--- src/rtl/apu_aram_arbiter_if.sv ---
// Bus bundle between the SMP, the DSP fetch/register port, the external audio RAM
// and the ARAM arbiter. The arbiter sits on the slave side; the surrounding system
// (SMP core, DSP, memory controller or a testbench) uses the master side.
interface apu_aram_arbiter_if;

  // SMP bus cycle
  logic        SMP_REQ;
  logic [15:0] SMP_A;
  logic [7:0]  SMP_DO;
  logic        SMP_WE_N;
  logic [7:0]  SMP_DI;
  logic        SMP_WAIT;

  // DSP sample/echo fetch port
  logic        DSP_REQ;
  logic [15:0] DSP_A;
  logic        DSP_ACK;
  logic [7:0]  DSP_DI;

  // DSP register window
  logic [6:0]  REG_ADDR;
  logic        REG_WR;
  logic [7:0]  REG_WDATA;
  logic [7:0]  REG_RDATA;

  // Single-port external memory
  logic        MEM_REQ;
  logic [15:0] MEM_A;
  logic        MEM_WE;
  logic [7:0]  MEM_WDATA;
  logic [7:0]  MEM_RDATA;
  logic        MEM_ACK;

  // Arbiter view
  modport slave (
    input  SMP_REQ, SMP_A, SMP_DO, SMP_WE_N,
    output SMP_DI, SMP_WAIT,
    input  DSP_REQ, DSP_A,
    output DSP_ACK, DSP_DI,
    output REG_ADDR, REG_WR, REG_WDATA,
    input  REG_RDATA,
    output MEM_REQ, MEM_A, MEM_WE, MEM_WDATA,
    input  MEM_RDATA, MEM_ACK
  );

  // System / environment view
  modport master (
    output SMP_REQ, SMP_A, SMP_DO, SMP_WE_N,
    input  SMP_DI, SMP_WAIT,
    output DSP_REQ, DSP_A,
    input  DSP_ACK, DSP_DI,
    input  REG_ADDR, REG_WR, REG_WDATA,
    output REG_RDATA,
    input  MEM_REQ, MEM_A, MEM_WE, MEM_WDATA,
    output MEM_RDATA, MEM_ACK
  );

endinterface

--- src/rtl/apu_aram_arbiter.sv ---
// ARAM arbiter: shares the 64 KB audio RAM between the SMP bus and the DSP fetch
// port, and decodes the DSP register window at $00F2 (address latch) / $00F3 (data).
// DSP fetches win any tie unless the previous grant went to the DSP, so the two
// requesters alternate under contention and neither waits more than one transaction.
module apu_aram_arbiter (
  input  logic              CLK,
  input  logic              RST_N,
  apu_aram_arbiter_if.slave bus_io
);

  typedef enum logic [1:0] {
    StIdle,
    StMemSmp,
    StMemDsp,
    StSmpDone
  } state_e;

  localparam logic [15:0] DspAddrLoc = 16'h00F2;
  localparam logic [15:0] DspDataLoc = 16'h00F3;

  state_e      state_q;
  logic        last_smp_q;   // 1: most recent completed grant went to the SMP
  logic [7:0]  dspaddr_q;
  logic [7:0]  smp_di_q;
  logic [7:0]  dsp_di_q;
  logic        dsp_ack_q;
  logic        reg_wr_q;
  logic [7:0]  reg_wdata_q;
  logic        mem_req_q;
  logic [15:0] mem_a_q;
  logic        mem_we_q;
  logic [7:0]  mem_wdata_q;

  logic        smp_is_addr;
  logic        smp_is_data;
  logic        smp_write;
  logic        dsp_win;

  // Request decode and tie-break for the idle state.
  always_comb begin
    smp_is_addr = (bus_io.SMP_A == DspAddrLoc);
    smp_is_data = (bus_io.SMP_A == DspDataLoc);
    smp_write   = ~bus_io.SMP_WE_N;
    // DSP_REQ is still high in the DSP_ACK cycle for the request just served;
    // it must not be mistaken for a fresh request.
    dsp_win     = bus_io.DSP_REQ & ~dsp_ack_q & (last_smp_q | ~bus_io.SMP_REQ);
  end

  // Arbitration FSM with all outputs registered.
  always_ff @(posedge CLK) begin
    if (!RST_N) begin
      state_q     <= StIdle;
      last_smp_q  <= 1'b1;
      dspaddr_q   <= 8'h00;
      smp_di_q    <= 8'h00;
      dsp_di_q    <= 8'h00;
      dsp_ack_q   <= 1'b0;
      reg_wr_q    <= 1'b0;
      reg_wdata_q <= 8'h00;
      mem_req_q   <= 1'b0;
      mem_a_q     <= 16'h0000;
      mem_we_q    <= 1'b0;
      mem_wdata_q <= 8'h00;
    end else begin
      reg_wr_q  <= 1'b0;
      dsp_ack_q <= 1'b0;

      case (state_q)
        StIdle: begin
          if (dsp_win) begin
            mem_req_q <= 1'b1;
            mem_a_q   <= bus_io.DSP_A;
            mem_we_q  <= 1'b0;
            state_q   <= StMemDsp;
          end else if (bus_io.SMP_REQ) begin
            if (smp_write) begin
              // Window writes also land in RAM, so the RAM copy stays coherent.
              if (smp_is_addr) begin
                dspaddr_q <= bus_io.SMP_DO;
              end
              // Bit 7 of the address latch makes the data port read-only.
              if (smp_is_data && !dspaddr_q[7]) begin
                reg_wr_q    <= 1'b1;
                reg_wdata_q <= bus_io.SMP_DO;
              end
              mem_req_q   <= 1'b1;
              mem_a_q     <= bus_io.SMP_A;
              mem_we_q    <= 1'b1;
              mem_wdata_q <= bus_io.SMP_DO;
              state_q     <= StMemSmp;
            end else if (smp_is_addr) begin
              smp_di_q <= dspaddr_q;
              state_q  <= StSmpDone;
            end else if (smp_is_data) begin
              // REG_ADDR only carries bits 6:0, which gives the mirror for free.
              smp_di_q <= bus_io.REG_RDATA;
              state_q  <= StSmpDone;
            end else begin
              mem_req_q <= 1'b1;
              mem_a_q   <= bus_io.SMP_A;
              mem_we_q  <= 1'b0;
              state_q   <= StMemSmp;
            end
          end
        end

        StMemSmp: begin
          if (bus_io.MEM_ACK) begin
            mem_req_q <= 1'b0;
            if (!mem_we_q) begin
              smp_di_q <= bus_io.MEM_RDATA;
            end
            state_q <= StSmpDone;
          end
        end

        StMemDsp: begin
          if (bus_io.MEM_ACK) begin
            mem_req_q  <= 1'b0;
            dsp_di_q   <= bus_io.MEM_RDATA;
            dsp_ack_q  <= 1'b1;
            last_smp_q <= 1'b0;
            state_q    <= StIdle;
          end
        end

        StSmpDone: begin
          last_smp_q <= 1'b1;
          state_q    <= StIdle;
        end

        default: begin
          state_q <= StIdle;
        end
      endcase
    end
  end

  // Output wiring; SMP_WAIT is the only combinational output.
  assign bus_io.SMP_WAIT  = bus_io.SMP_REQ & (state_q != StSmpDone);
  assign bus_io.SMP_DI    = smp_di_q;
  assign bus_io.DSP_ACK   = dsp_ack_q;
  assign bus_io.DSP_DI    = dsp_di_q;
  assign bus_io.REG_ADDR  = dspaddr_q[6:0];
  assign bus_io.REG_WR    = reg_wr_q;
  assign bus_io.REG_WDATA = reg_wdata_q;
  assign bus_io.MEM_REQ   = mem_req_q;
  assign bus_io.MEM_A     = mem_a_q;
  assign bus_io.MEM_WE    = mem_we_q;
  assign bus_io.MEM_WDATA = mem_wdata_q;

endmodule

--- src/flat_wrapper.sv ---
// flat-port wrapper written by rule: the top's interface ports become plain ports
module apu_aram_arbiter_flat 
  (CLK, RST_N, bus_io_SMP_REQ, bus_io_SMP_A, bus_io_SMP_DO, bus_io_SMP_WE_N, bus_io_SMP_DI, bus_io_SMP_WAIT, bus_io_DSP_REQ, bus_io_DSP_A, bus_io_DSP_ACK, bus_io_DSP_DI, bus_io_REG_ADDR, bus_io_REG_WR, bus_io_REG_WDATA, bus_io_REG_RDATA, bus_io_MEM_REQ, bus_io_MEM_A, bus_io_MEM_WE, bus_io_MEM_WDATA, bus_io_MEM_RDATA, bus_io_MEM_ACK);
  apu_aram_arbiter_if bus_io_i ();
  input  logic CLK;
  input  logic RST_N;
  input wire logic [$bits(bus_io_i.SMP_REQ)-1:0] bus_io_SMP_REQ;
  input wire logic [$bits(bus_io_i.SMP_A)-1:0] bus_io_SMP_A;
  input wire logic [$bits(bus_io_i.SMP_DO)-1:0] bus_io_SMP_DO;
  input wire logic [$bits(bus_io_i.SMP_WE_N)-1:0] bus_io_SMP_WE_N;
  output wire logic [$bits(bus_io_i.SMP_DI)-1:0] bus_io_SMP_DI;
  output wire logic [$bits(bus_io_i.SMP_WAIT)-1:0] bus_io_SMP_WAIT;
  input wire logic [$bits(bus_io_i.DSP_REQ)-1:0] bus_io_DSP_REQ;
  input wire logic [$bits(bus_io_i.DSP_A)-1:0] bus_io_DSP_A;
  output wire logic [$bits(bus_io_i.DSP_ACK)-1:0] bus_io_DSP_ACK;
  output wire logic [$bits(bus_io_i.DSP_DI)-1:0] bus_io_DSP_DI;
  output wire logic [$bits(bus_io_i.REG_ADDR)-1:0] bus_io_REG_ADDR;
  output wire logic [$bits(bus_io_i.REG_WR)-1:0] bus_io_REG_WR;
  output wire logic [$bits(bus_io_i.REG_WDATA)-1:0] bus_io_REG_WDATA;
  input wire logic [$bits(bus_io_i.REG_RDATA)-1:0] bus_io_REG_RDATA;
  output wire logic [$bits(bus_io_i.MEM_REQ)-1:0] bus_io_MEM_REQ;
  output wire logic [$bits(bus_io_i.MEM_A)-1:0] bus_io_MEM_A;
  output wire logic [$bits(bus_io_i.MEM_WE)-1:0] bus_io_MEM_WE;
  output wire logic [$bits(bus_io_i.MEM_WDATA)-1:0] bus_io_MEM_WDATA;
  input wire logic [$bits(bus_io_i.MEM_RDATA)-1:0] bus_io_MEM_RDATA;
  input wire logic [$bits(bus_io_i.MEM_ACK)-1:0] bus_io_MEM_ACK;
  assign bus_io_i.SMP_REQ = bus_io_SMP_REQ;
  assign bus_io_i.SMP_A = bus_io_SMP_A;
  assign bus_io_i.SMP_DO = bus_io_SMP_DO;
  assign bus_io_i.SMP_WE_N = bus_io_SMP_WE_N;
  assign bus_io_SMP_DI = bus_io_i.SMP_DI;
  assign bus_io_SMP_WAIT = bus_io_i.SMP_WAIT;
  assign bus_io_i.DSP_REQ = bus_io_DSP_REQ;
  assign bus_io_i.DSP_A = bus_io_DSP_A;
  assign bus_io_DSP_ACK = bus_io_i.DSP_ACK;
  assign bus_io_DSP_DI = bus_io_i.DSP_DI;
  assign bus_io_REG_ADDR = bus_io_i.REG_ADDR;
  assign bus_io_REG_WR = bus_io_i.REG_WR;
  assign bus_io_REG_WDATA = bus_io_i.REG_WDATA;
  assign bus_io_i.REG_RDATA = bus_io_REG_RDATA;
  assign bus_io_MEM_REQ = bus_io_i.MEM_REQ;
  assign bus_io_MEM_A = bus_io_i.MEM_A;
  assign bus_io_MEM_WE = bus_io_i.MEM_WE;
  assign bus_io_MEM_WDATA = bus_io_i.MEM_WDATA;
  assign bus_io_i.MEM_RDATA = bus_io_MEM_RDATA;
  assign bus_io_i.MEM_ACK = bus_io_MEM_ACK;
  apu_aram_arbiter u_core (.CLK(CLK), .RST_N(RST_N), .bus_io(bus_io_i));
endmodule
--- config.mk ---
export PLATFORM = sky130hd
export DESIGN_NAME = apu_aram_arbiter_flat
export DESIGN_NICKNAME = d
export VERILOG_FILES = /design/src/rtl/apu_aram_arbiter_if.sv /design/src/rtl/apu_aram_arbiter.sv /design/src/flat_wrapper.sv
export SDC_FILE = /design/constraint.sdc
export NUM_CORES = 1
export LEC_CHECK = 0
export ABC_AREA = 1
export CORE_ASPECT_RATIO = 0.75
export CORE_MARGIN = 2
export CORE_UTILIZATION = 40
export CTS_BUF_LIST = sky130_fd_sc_hd__clkbuf_4 sky130_fd_sc_hd__clkbuf_8 sky130_fd_sc_hd__clkbuf_16
export DETAILED_ROUTE_END_ITERATION = 10
export PLACE_DENSITY_LB_ADDON = 0.08
export SYNTH_ARGS = -nofsm -noshare
export SYNTH_HDL_FRONTEND = slang
export SYNTH_SLANG_ARGS = --single-unit
--- constraint.sdc ---
create_clock -name CLK -period 1.8 [get_ports CLK]
set_clock_uncertainty 0.15 [all_clocks]
set_input_delay 0.18 -clock CLK [delete_from_list [all_inputs] [get_ports CLK]]
set_output_delay 0.18 -clock CLK [all_outputs]
set_load 0.02 [all_outputs]
* Word level (Yosys, flattened, before mapping)
Cells that the tools add are included.
** Cells by class
- Mux-type cells :: 36
- Equality and inequality tests :: 19
- Reductions and logical operators :: 19
- Bitwise gates (word level) :: 10
** Operators with widths (number)
- 2-to-1 mux 16 bit :: 5
- 2-to-1 mux 8 bit :: 7
- == test 16 x 8 -> 1 bit, second input constant :: 2
- one-hot mux 8 bit (2 select lines) :: 1
- AND reduction 5 bit :: 3
- 2-to-1 mux 2 bit :: 7
- inequality test 2 bit, second input constant :: 7
- 2-to-1 mux 1 bit :: 13
- inequality test 4 bit, second input constant :: 2
- one-hot mux 2 bit (4 select lines) :: 1
- AND reduction 4 bit :: 2
- nonzero test 2 bit :: 4
- AND reduction 7 bit :: 1
- inequality test 3 bit, second input constant :: 2
- NOT 1 bit :: 6
- AND reduction 2 bit :: 3
- OR reduction 5 bit :: 1
- == test 2 bit, second input constant :: 2
- one-hot mux 1 bit (2 select lines) :: 2
- AND 1 bit :: 3
- inequality test 3 x 1 -> 1 bit, second input constant :: 1
- inequality test 3 x 2 -> 1 bit, second input constant :: 1
- AND reduction 3 bit :: 1
- == test 2 x 1 -> 1 bit, second input constant :: 1
- 6 further kinds :: 6
** Storage, ports and cells
- Bits in registers :: 63
- Bits of input ports :: 62
- Word-level logic and storage cells :: 96

* Longest topological paths before layout
Gate-level depths: netlist of the first run.
- Depth after elaboration :: 7
- Mapped depth :: 13

* Worst setup path after synthesis of the first run
Ideal clock, no wire load.
- Path type :: register to register
- From :: register u_core.state_q[0]
- To :: register u_core.smp_di_q[1], in the netlist u_core.bus_io.SMP_DI[1]
- Buffers on the path :: 1
- Required time :: 1537 ps
- Arrival :: 1487 ps
- Period minus slack after synthesis :: 1750 ps
- Slack :: 50 ps
- Cell stages (with the launch flop) :: 10
- Library setup time :: 113 ps
- Path through :: dfxtp_1 > inv_1 > ha_1 > inv_2 > o21ai_0 > a211oi_2 > nand2_2 > buf_6 > nor2_1 > nor2_1
** Between the ends
- Word-level cells in the longest chain between the ends :: 3
- Elaborated cells on any way between the ends :: 11
- Those cells by class :: eq/ne: 7; mux: 1; reduce/logical: 3
** Ends and longest elaborated chain
- from (decl) :: RTL line apu_aram_arbiter.sv:21 : state_e state_q;
- from (signal assigned) :: RTL line apu_aram_arbiter.sv:52 : state_q <= StIdle;
- from (signal assigned) :: RTL line apu_aram_arbiter.sv:74 : state_q <= StMemDsp;
- from (signal assigned) :: RTL line apu_aram_arbiter.sv:90 : state_q <= StMemSmp;
- == test 2 x 1 -> 1 bit or zero test 2 bit (tied branches) :: RTL line apu_aram_arbiter.sv:68 : case (state_q)
- inequality test 2 bit (no source line), or another cell as far along
- AND reduction 7 bit (no source line)
- to (signal assigned) :: RTL line apu_aram_arbiter.sv:92 : smp_di_q <= dspaddr_q;
- to (signal assigned) :: RTL line apu_aram_arbiter.sv:96 : smp_di_q <= bus_io.REG_RDATA;
- to (signal assigned) :: RTL line apu_aram_arbiter.sv:111 : smp_di_q <= bus_io.MEM_RDATA;
- to (decl) :: RTL line apu_aram_arbiter.sv:24 : logic [7:0] smp_di_q;
Several ways; a longest one is shown, not always the timed one.
A chain may end at the register's enable or synchronous reset.

* Worst setup path in the final report of the first run
- From :: register u_core.state_q[1]
- To :: register u_core.smp_di_q[0], in the netlist u_core.bus_io.SMP_DI[0]
Same word-level chain as after synthesis.

==> results of run 1 <==
## flip-flops by register name, indices dropped and copies added (netlist names)
| signal | flops |
|---|---|
| u_core.bus_io.REG_WR | 1 |
| u_core.bus_io.MEM_WDATA | 8 |
| u_core.bus_io.REG_WDATA | 8 |
| u_core.dspaddr_q | 8 |
| u_core.bus_io.MEM_A | 16 |
| u_core.bus_io.MEM_WE | 1 |
| u_core.state_q | 2 |
| u_core.bus_io.MEM_REQ | 1 |
| u_core.bus_io.DSP_ACK | 1 |
| u_core.last_smp_q | 1 |
| u_core.bus_io.DSP_DI | 8 |
| u_core.bus_io.SMP_DI | 8 |
## what timing repair did
action                     4_1_cts  5_1_grt
gates resized for setup          4       22
gates cloned                     1        0
pin swaps                        2        5
setup endpoints to repair        9       34
setup buffers                    1        1
hold endpoints to repair         0        0
## kinds of logic (layout without fill, tap and decap cells)
family	count (synthesis)	count (layout)	share of synthesized area (%)
buffers and inverters	102	242	14.53
AO/OA/AOI/OAI	65	65	10.99
adder cells (fa/ha/maj)	5	5	1.943
AND/OR/NAND/NOR	262	263	33.37
flip-flops	63	63	39.16
## worst reg2reg max path, cell delays in order (launching register included)
cell,delay [ns]
dfxtp_2,0.36
inv_2,0.07
ha_2,0.20
nand2_1,0.06
o21ai_0,0.11
a211oi_2,0.21
buf_4,0.17
buf_4,0.11
nand3_1,0.07
nand2_1,0.06
nor2_1,0.03
## power breakdown
| group | internal (uW) | switching [uW] | leakage (uW) |
|---|---|---|---|
| Sequential | 1740 | 180 | 0.000516 |
| Clock | 537 | 525 | 0.0000884 |
| Combinational | 1460 | 1750 | 0.00170 |
## layer usage
layer | global-route usage, % | vias up | wire, microns | part of all wire, %
met5 | 0 | - | 0 | 0
met4 | 6.154 | 0 | 99 | 1.1
met3 | 5.476 | 9 | 581 | 6.6
met2 | 30.38 | 85 | 3803 | 43
met1 | 28.33 | 1428 | 4308 | 49
li1 | - | 1781 | - | -
## area by class of cell
type | count | area (sq um)
inverters | 72 | 270.3
fillers | 775 | 2920
clock buffers | 11 | 145.1
flip-flops and latches | 63 | 1264
repair buffers | 155 | 1526
clock inverters | 4 | 22.52
multi-input cells | 333 | 1568
well taps | 105 | 131.4
## per-stage QoR
step	cell area [sq um]	setup TNS [ns]
floorplan	3221	0
global placement	4663	-5.630
finish	4927	0
CTS	4845	0
global route	4927	-0.002959
detailed placement	4663	-7.404
## cells in the mapped netlist (all sizes together)
master,instances
nand2,143
nor2,87
inv,72
dfxtp,63
o21ai,39
nand3,28
buf,24
a21oi,23
clkbuf,6
ha,5
a211oi,2
nand4,2
nand3b,1
nor3,1
o22ai,1
## worst paths after layout
kind | startpoint | to | slack [ns]
max | u_core.state_q[1]$_SDFFE_PN0P_ | u_core.bus_io.SMP_DI[0]$_SDFFE_PN0P_ | 0.10
min | RST_N | u_core.bus_io.REG_WDATA[0]$_SDFFE_PN0P_ | 0.1
max reg2reg | u_core.state_q[1]$_SDFFE_PN0P_ | u_core.bus_io.SMP_DI[0]$_SDFFE_PN0P_ | 0.10
min reg2reg | u_core.bus_io.REG_WDATA[2]$_SDFFE_PN0P_ | u_core.bus_io.REG_WDATA[2]$_SDFFE_PN0P_ | 0.30
==> impl_metrics.tcl, run 1 <==
set metrics [dict create \
    grt_pass1_wl_mm 13.77 \
    fin_util_pct 62.79 \
    power_density_nw_per_um2 1255 \
    drt_drc_violations_left 0 \
    clockRootBuffer "clkbuf_8" \
    ir_drop_v 0.0006762 \
    cp_top_family "flip-flops" \
    area_delta_synth_final_pct 52.99 \
    vias 3303 \
    period_share_pct 94.26 \
    crit_type "reg2reg" \
    drv_cap 0 \
    setup_ws_ns 0.1033 \
    cp_num_cells 10 \
    ys_types 26 \
    setup_viol 0 \
    h-tree-depth 3 \
    ctsHoldBuffers 0 \
    netlist.area_leader.share_pct 39.16 \
    drt-total-wl_mm 8.793 \
    dr.first_iter.drc_count 136 \
    r2r_cells 10 \
    place_congestion 0.7783 \
    ios 122 \
    ys_ff_latch 63 \
    portBuffers 121 \
    mappedNetlistArea_sq_um 3221 \
    finalMaxSlewViolations 0 \
    grt_pass1_vias 2846 \
    period_needed_ns 1.697 \
    cts_tree "done" \
    grt_max_degree 35 \
    most-common-layout-cells "nand2_1, clkdlybuf4s50_1, nor2_1" \
    max_freq_ghz 0.5894 \
    fin_cells 743 \
    required_ns 1.89 \
    nNetsFinal 701 \
    core_sq_um 7848 \
    hold_depth 3 \
    relSlewSlack_pct 76.26 \
    insertion_delay_ns 0.34 \
    antenna_found_initial 0 \
    holdWs_ns 0.09704 \
    ys_top_cells_by_area "dfxtp_1, nand2_1, nor2_1, inv_1, o21ai_0" \
    die_area_sq_um 8793 \
    clock_sinks 63 \
    die_h_microns 81.71 \
    slowest_delay_ns 0.36 \
    cp_max_fo 4 \
    synthCells 497 \
    cts-buffers-inserted 9 \
    crit_slowest_cell "dfxtp_2" \
    dp_slack_ns -0.2548 \
    hp-class "in2reg" \
    ys.warnings.count 0 \
    vias_per_cell 4.445 \
    layout_commonest_cell "nand2_1" \
    rows 28 \
    power_uw 6186 \
    syn_area_per_cell_sq_um 6.480 \
    path_cells "inv_2, ha_2, nand2_1, o21ai_0, a211oi_2, buf_4, buf_4, nand3_1, nand2_1, nor2_1" \
    drive_gt1_share_pct 13.32 \
    synthesis.nets 564 \
    synth_top_area_cell "dfxtp_1" \
    grt_use_total_pct 20.21 \
    die_w_microns 107.6 \
    clockBufferDepth 2 \
    startpoint_type "register" \
    final_antenna_net_count 0 \
    clk_pin_slew_ns 0.07 \
    run_status "completed" \
    path_buf_inv 3 \
    worst-endpoint-arrival_ns 1.78 \
    grt_overflow_total 0 \
    dp.cells 725 \
    dr.pass1.iters 4 \
    crit_path_end_kind "register" \
    worstMarginPinSlew_ns 0.3561 \
    ys_seq_area_share_pct 39.16 \
    start_util_pct 41.04 \
    hpwl_mm 6.693 \
    p_leak_uw 0.002303 \
    wl_per_cell_microns 11.83 \
    hold_viol 0 \
    n_antenna_cell 0 \
]
Power figures use the tool's default switching activity.
==> inputs of run 2 (changes only) <==
--- a/config.mk
+++ b/config.mk
@@ -7,8 +7,8 @@
 export LEC_CHECK = 0
 export ABC_AREA = 1
 export CORE_ASPECT_RATIO = 0.75
-export CORE_MARGIN = 2
-export CORE_UTILIZATION = 40
+export CORE_MARGIN = 5
+export CORE_UTILIZATION = 30
 export CTS_BUF_LIST = sky130_fd_sc_hd__clkbuf_4 sky130_fd_sc_hd__clkbuf_8 sky130_fd_sc_hd__clkbuf_16
 export DETAILED_ROUTE_END_ITERATION = 10
 export PLACE_DENSITY_LB_ADDON = 0.08
==> impl_metrics.tcl, run 2 (synthesized netlist as in run 1, its figures left out) <==
set metrics [dict create \
    n_antenna_cell 0 \
    grt_max_degree 51 \
    grt_overflow_total 0 \
    portBuffers 121 \
    die_area_sq_um 12930 \
    vias_per_cell 4.317 \
    holdWs_ns 0.05868 \
    die_h_microns 99.73 \
    postLayoutCellArea_sq_um 5037 \
    startpoint_type "register" \
    die_w_microns 129.6 \
    drt_drc_violations_left 0 \
    cts_tree "done" \
    grt_pass1_wl_mm 16.06 \
    clockBufferDepth 2 \
    grt_use_total_pct 15.79 \
    place_congestion 0.8663 \
    worst-endpoint-arrival_ns 1.80 \
    relSlewSlack_pct 70.67 \
    drv_cap 0 \
    rows 32 \
    drt-total-wl_mm 9.955 \
    insertion_delay_ns 0.33 \
    required_ns 1.87 \
    clk_pin_slew_ns 0.05 \
    dp_slack_ns -0.2642 \
    setup_viol 0 \
    ios 122 \
    run_status "completed" \
    nNetsFinal 703 \
    rsz0062_at_grt "true" \
    vias 3346 \
    hold_viol 0 \
    wl_per_cell_microns 12.85 \
    h-tree-depth 3 \
    most-common-layout-cells "nand2_1, clkdlybuf4s50_1, nor2_1" \
    area_delta_synth_final_pct 56.41 \
    max_freq_ghz 0.5763 \
    p_leak_uw 0.002351 \
    worstMarginPinSlew_ns 0.4395 \
    period_needed_ns 1.735 \
    power_density_nw_per_um2 1321 \
    cts-buffers-inserted 9 \
    crit_path_end_kind "register" \
    clock_sinks 63 \
    layout_commonest_cell "nand2_1" \
    grt_pass1_vias 3168 \
    largest_reg_flops 16 \
    start_util_pct 31.06 \
    ir_drop_v 0.0007654 \
    setup_ws_ns 0.06490 \
    place_area_sq_um 4705 \
    hpwl_mm 7.672 \
    antenna_found_initial 0 \
    crit_type "reg2reg" \
    final_antenna_net_count 0 \
    dr.pass1.iters 4 \
    dr.first_iter.drc_count 195 \
    drive_gt1_share_pct 12.52 \
    hp-class "in2reg" \
    finalMaxSlewViolations 0 \
    cp_max_fo 4 \
    core_sq_um 10370 \
    fin_util_pct 48.58 \
    period_share_pct 96.39 \
    clockRootBuffer "clkbuf_16" \
]
-- run 2: cell count changes in the layout (fill, tap and decap cells not counted), moves of 2 or more --
| cell | before | now |
|---|---|---|
| clkbuf_16 | 0 | 9 |
| clkbuf_4 | 1 | 3 |
| clkbuf_8 | 10 | 0 |
| nand2_1 | 136 | 139 |
| nand2_2 | 6 | 3 |
| o21ai_1 | 5 | 8 |
-- run 2: through the flow --
step | cells | setup TNS (ns) | total power (uW)
floorplan | 497 | 0 | 3767
global placement | 758 | -7.704 | 5013
detailed placement | 758 | -9.264 | 5026
CTS | 774 | 0 | 6662
global route | 775 | -0.2865 | 7192
finish | 775 | 0 | 6656
-- run 2: worst paths after layout --
kind,cells past startpoint,to,slack (ns),start
setup / recovery,10,u_core.bus_io.SMP_DI[0]$_SDFFE_PN0P_,0.06,u_core.state_q[1]$_SDFFE_PN0P_
hold / removal,3,u_core.bus_io.MEM_REQ$_SDFFE_PN0P_,0.06,RST_N
setup reg to reg,10,u_core.bus_io.SMP_DI[0]$_SDFFE_PN0P_,0.06,u_core.state_q[1]$_SDFFE_PN0P_
hold reg to reg,2,u_core.bus_io.REG_WDATA[0]$_SDFFE_PN0P_,0.30,u_core.bus_io.REG_WDATA[0]$_SDFFE_PN0P_
-- run 2: critical path: stages, from the launching register on --
cell and delay [ns]:
dfxtp_2 0.33, inv_1 0.11, ha_2 0.23, inv_2 0.05, buf_4 0.13, a211oi_2 0.16
buf_4 0.18, buf_4 0.12, nand3_1 0.07, nand2_1 0.06, nor2_1 0.04
-- run 2: power breakdown --
part | internal (uW) | switching [uW] | total, uW
combinational | 1450 | 1750 | 3200
clock | 955 | 572 | 1530
sequential | 1740 | 190 | 1930
-- run 2: per-layer routing --
layer  share of wire, %  track usage, %  wire length (microns)
met1                 51           21.71                   5060
met2                 42           23.37                   4178
met3                5.9           5.207                    587
met4                1.3           5.032                    128
met5                  0               0                      0
-- run 2: timing repair --
action,CTS,global route
resized for setup,3,16
hold buffers,0,0
cloned,1,0
endpoints found under the setup margin,11,24
setup buffers,1,1
pin swaps,2,1
-- run 2: area by class of cell --
cell class	count	area, sq um
clock inverters	2	10.01
multi-input cells	333	1530
fillers	1082	5333
well taps	136	170.2
inverters	72	270.3
clock buffers	12	247.7
repair buffers	157	1545
flip-flops and latches	63	1264
==> inputs of run 3 (changes only) <==
--- a/config.mk
+++ b/config.mk
@@ -11,6 +11,7 @@
 export CORE_UTILIZATION = 30
 export CTS_BUF_LIST = sky130_fd_sc_hd__clkbuf_4 sky130_fd_sc_hd__clkbuf_8 sky130_fd_sc_hd__clkbuf_16
 export DETAILED_ROUTE_END_ITERATION = 10
+export GPL_TIMING_DRIVEN = 0
 export PLACE_DENSITY_LB_ADDON = 0.08
 export SYNTH_ARGS = -nofsm -noshare
 export SYNTH_HDL_FRONTEND = slang
==> impl_metrics.tcl, run 3 (synthesized netlist as in run 1, its figures left out) <==
set metrics [dict create \
    ios 122 \
    ir_drop_v 0.0006029 \
    final_antenna_net_count 0 \
    place_congestion 0.8404 \
    portBuffers 120 \
    drt-total-wl_mm 10.45 \
    grt_overflow_total 0 \
    r2r_setup_slack_ns 0.09 \
    largest_reg_flops 16 \
    h-tree-depth 3 \
    finalMaxSlewViolations 0 \
    drive_gt1_share_pct 13.55 \
    n_antenna_cell 0 \
    clk_pin_slew_ns 0.05 \
    grt_pass1_vias 3341 \
    slowest_delay_ns 0.38 \
    worstSetupStartpoint "u_core.state_q[0]$_SDFFE_PN0P_" \
    r2r_end "u_core.bus_io.SMP_DI[3]$_SDFFE_PN0P_" \
    grt_pass1_wl_mm 16.82 \
    endpoint "u_core.bus_io.SMP_DI[3]$_SDFFE_PN0P_" \
    layout_commonest_cell "nand2_1" \
    crit_path_end_kind "register" \
    vias 3371 \
    crit_slowest_cell "dfxtp_4" \
    dr.first_iter.drc_count 151 \
    start_util_pct 31.06 \
    worstMarginPinSlew_ns 0.5160 \
    wl_per_cell_microns 13.43 \
    clockBufferDepth 2 \
    crit_type "reg2reg" \
    die_area_sq_um 12930 \
    most-common-layout-cells "nand2_1, clkdlybuf4s50_1, nor2_1" \
    area_delta_synth_final_pct 57.96 \
    vias_per_cell 4.333 \
    rows 32 \
    cts-buffers-inserted 9 \
    cp_num_cells 10 \
    tns_ns 0 \
    p_leak_uw 0.002368 \
    setup_ws_ns 0.08809 \
    ctsHoldBuffers 0 \
    fillers 1086 \
    dr.pass1.iters 4 \
    setup_viol 0 \
    dp.cells 753 \
    r2r_cells 10 \
    cp_max_fo 10 \
    cp_top_family "flip-flops" \
    worst-endpoint-arrival_ns 1.82 \
    die_w_microns 129.6 \
    drv_cap 0 \
    antenna_found_initial 0 \
    die_h_microns 99.73 \
    hold_viol 0 \
    fin_cells 778 \
    grt_use_total_pct 16.61 \
    clockRootBuffer "clkbuf_16" \
    grt_max_degree 16 \
    holdWs_ns 0.1610 \
    dp_slack_ns -0.4336 \
    core_sq_um 10370 \
    run_status "completed" \
    r2r-start "u_core.state_q[0]$_SDFFE_PN0P_" \
    period_share_pct 95.11 \
    clock_sinks 63 \
    period_needed_ns 1.712 \
    startpoint_type "register" \
    hp-class "in2reg" \
    insertion_delay_ns 0.32 \
    cts_tree "done" \
    power_density_nw_per_um2 1369 \
    fin_util_pct 49.06 \
    path_buf_inv 3 \
    required_ns 1.91 \
    relSlewSlack_pct 65.60 \
    nNetsFinal 704 \
    drt_drc_violations_left 0 \
    max_freq_ghz 0.5841 \
    hpwl_mm 8.241 \
    path_cells "inv_2, ha_4, inv_2, o21ai_0, a211oi_2, nand2_2, buf_6, nand2_1, nand2_1, nor2_1" \
]
[run 3: cell count changes in the layout (fill, tap and decap cells not counted), sizes merged, moves of 2 or more]
cell           change
buf                -4
clkdlybuf4s50      -3
clkinv             +2
dlymetal6s2s       +3
inv                -2
clkbuf             +6
[run 3: final cells by class]
| type | count | area [sq um] | area share (%) |
|---|---|---|---|
| repair buffers | 130 | 1286 | 25.28 |
| flip-flops and latches | 63 | 1269 | 24.94 |
| inverters | 72 | 281.5 | 5.534 |
| multi-input cells | 332 | 1564 | 30.74 |
| well taps | 136 | 170.2 | 3.345 |
| clock buffers | 12 | 254.0 | 4.993 |
| clock inverters | 4 | 45.04 | 0.8854 |
| plain buffers | 29 | 217.7 | 4.279 |
[run 3: per-layer routing]
metal,track usage (%),up-vias,wire [microns]
met5,0,-,0
met4,4.712,0,97
met3,5.260,10,688
met2,24.40,77,4515
met1,23.35,1489,5149
li1,-,1795,-
[run 3: worst min-delay path by stage]
stage,from,end,cells after the start
final,RST_N,u_core.bus_io.REG_WDATA[1]$_SDFFE_PN0P_,3
after global routing,RST_N,u_core.bus_io.REG_WR$_SDFF_PP0_,3
after CTS,RST_N,u_core.bus_io.REG_WR$_SDFF_PP0_,3
after detailed placement,u_core.bus_io.REG_WDATA[0]$_SDFFE_PN0P_,u_core.bus_io.REG_WDATA[0]$_SDFFE_PN0P_,2
after global placement,u_core.bus_io.REG_WDATA[2]$_SDFFE_PN0P_,u_core.bus_io.REG_WDATA[2]$_SDFFE_PN0P_,2
after floorplan,bus_io_SMP_DO[4],u_core.bus_io.REG_WDATA[4]$_SDFFE_PN0P_,2
[run 3: metrics by stage]
stage          cell area, sq um  total power [uW]
2_1_floorplan              3221              3767
3_3_place_gp               4592              4923
3_5_place_dp               4592              4954
4_1_cts                    4943              6856
5_1_grt                    5087              7483
6_report                   5087              6966
[run 3: power breakdown]
group / leakage [uW] / total, uW / switching (uW) / internal (uW)
clock network: 0.000153 / 1730 / 600 / 1130
logic: 0.00170 / 3280 / 1790 / 1480
registers: 0.000516 / 1960 / 205 / 1750
total: 0.00237 / 6970 / 2600 / 4370
[run 3: tightest hold or removal path: stages]
cell and delay [ns]:
clkbuf_1 0.18, nand4_2 0.17, o21ai_1 0.06
[run 3: what timing repair did]
item,4_1_cts,5_1_grt
pin swaps,3,12
endpoints found under the setup margin,50,42
cloned,0,0
setup buffers,4,6
gates resized for setup,12,33
endpoints found under the hold margin,0,0
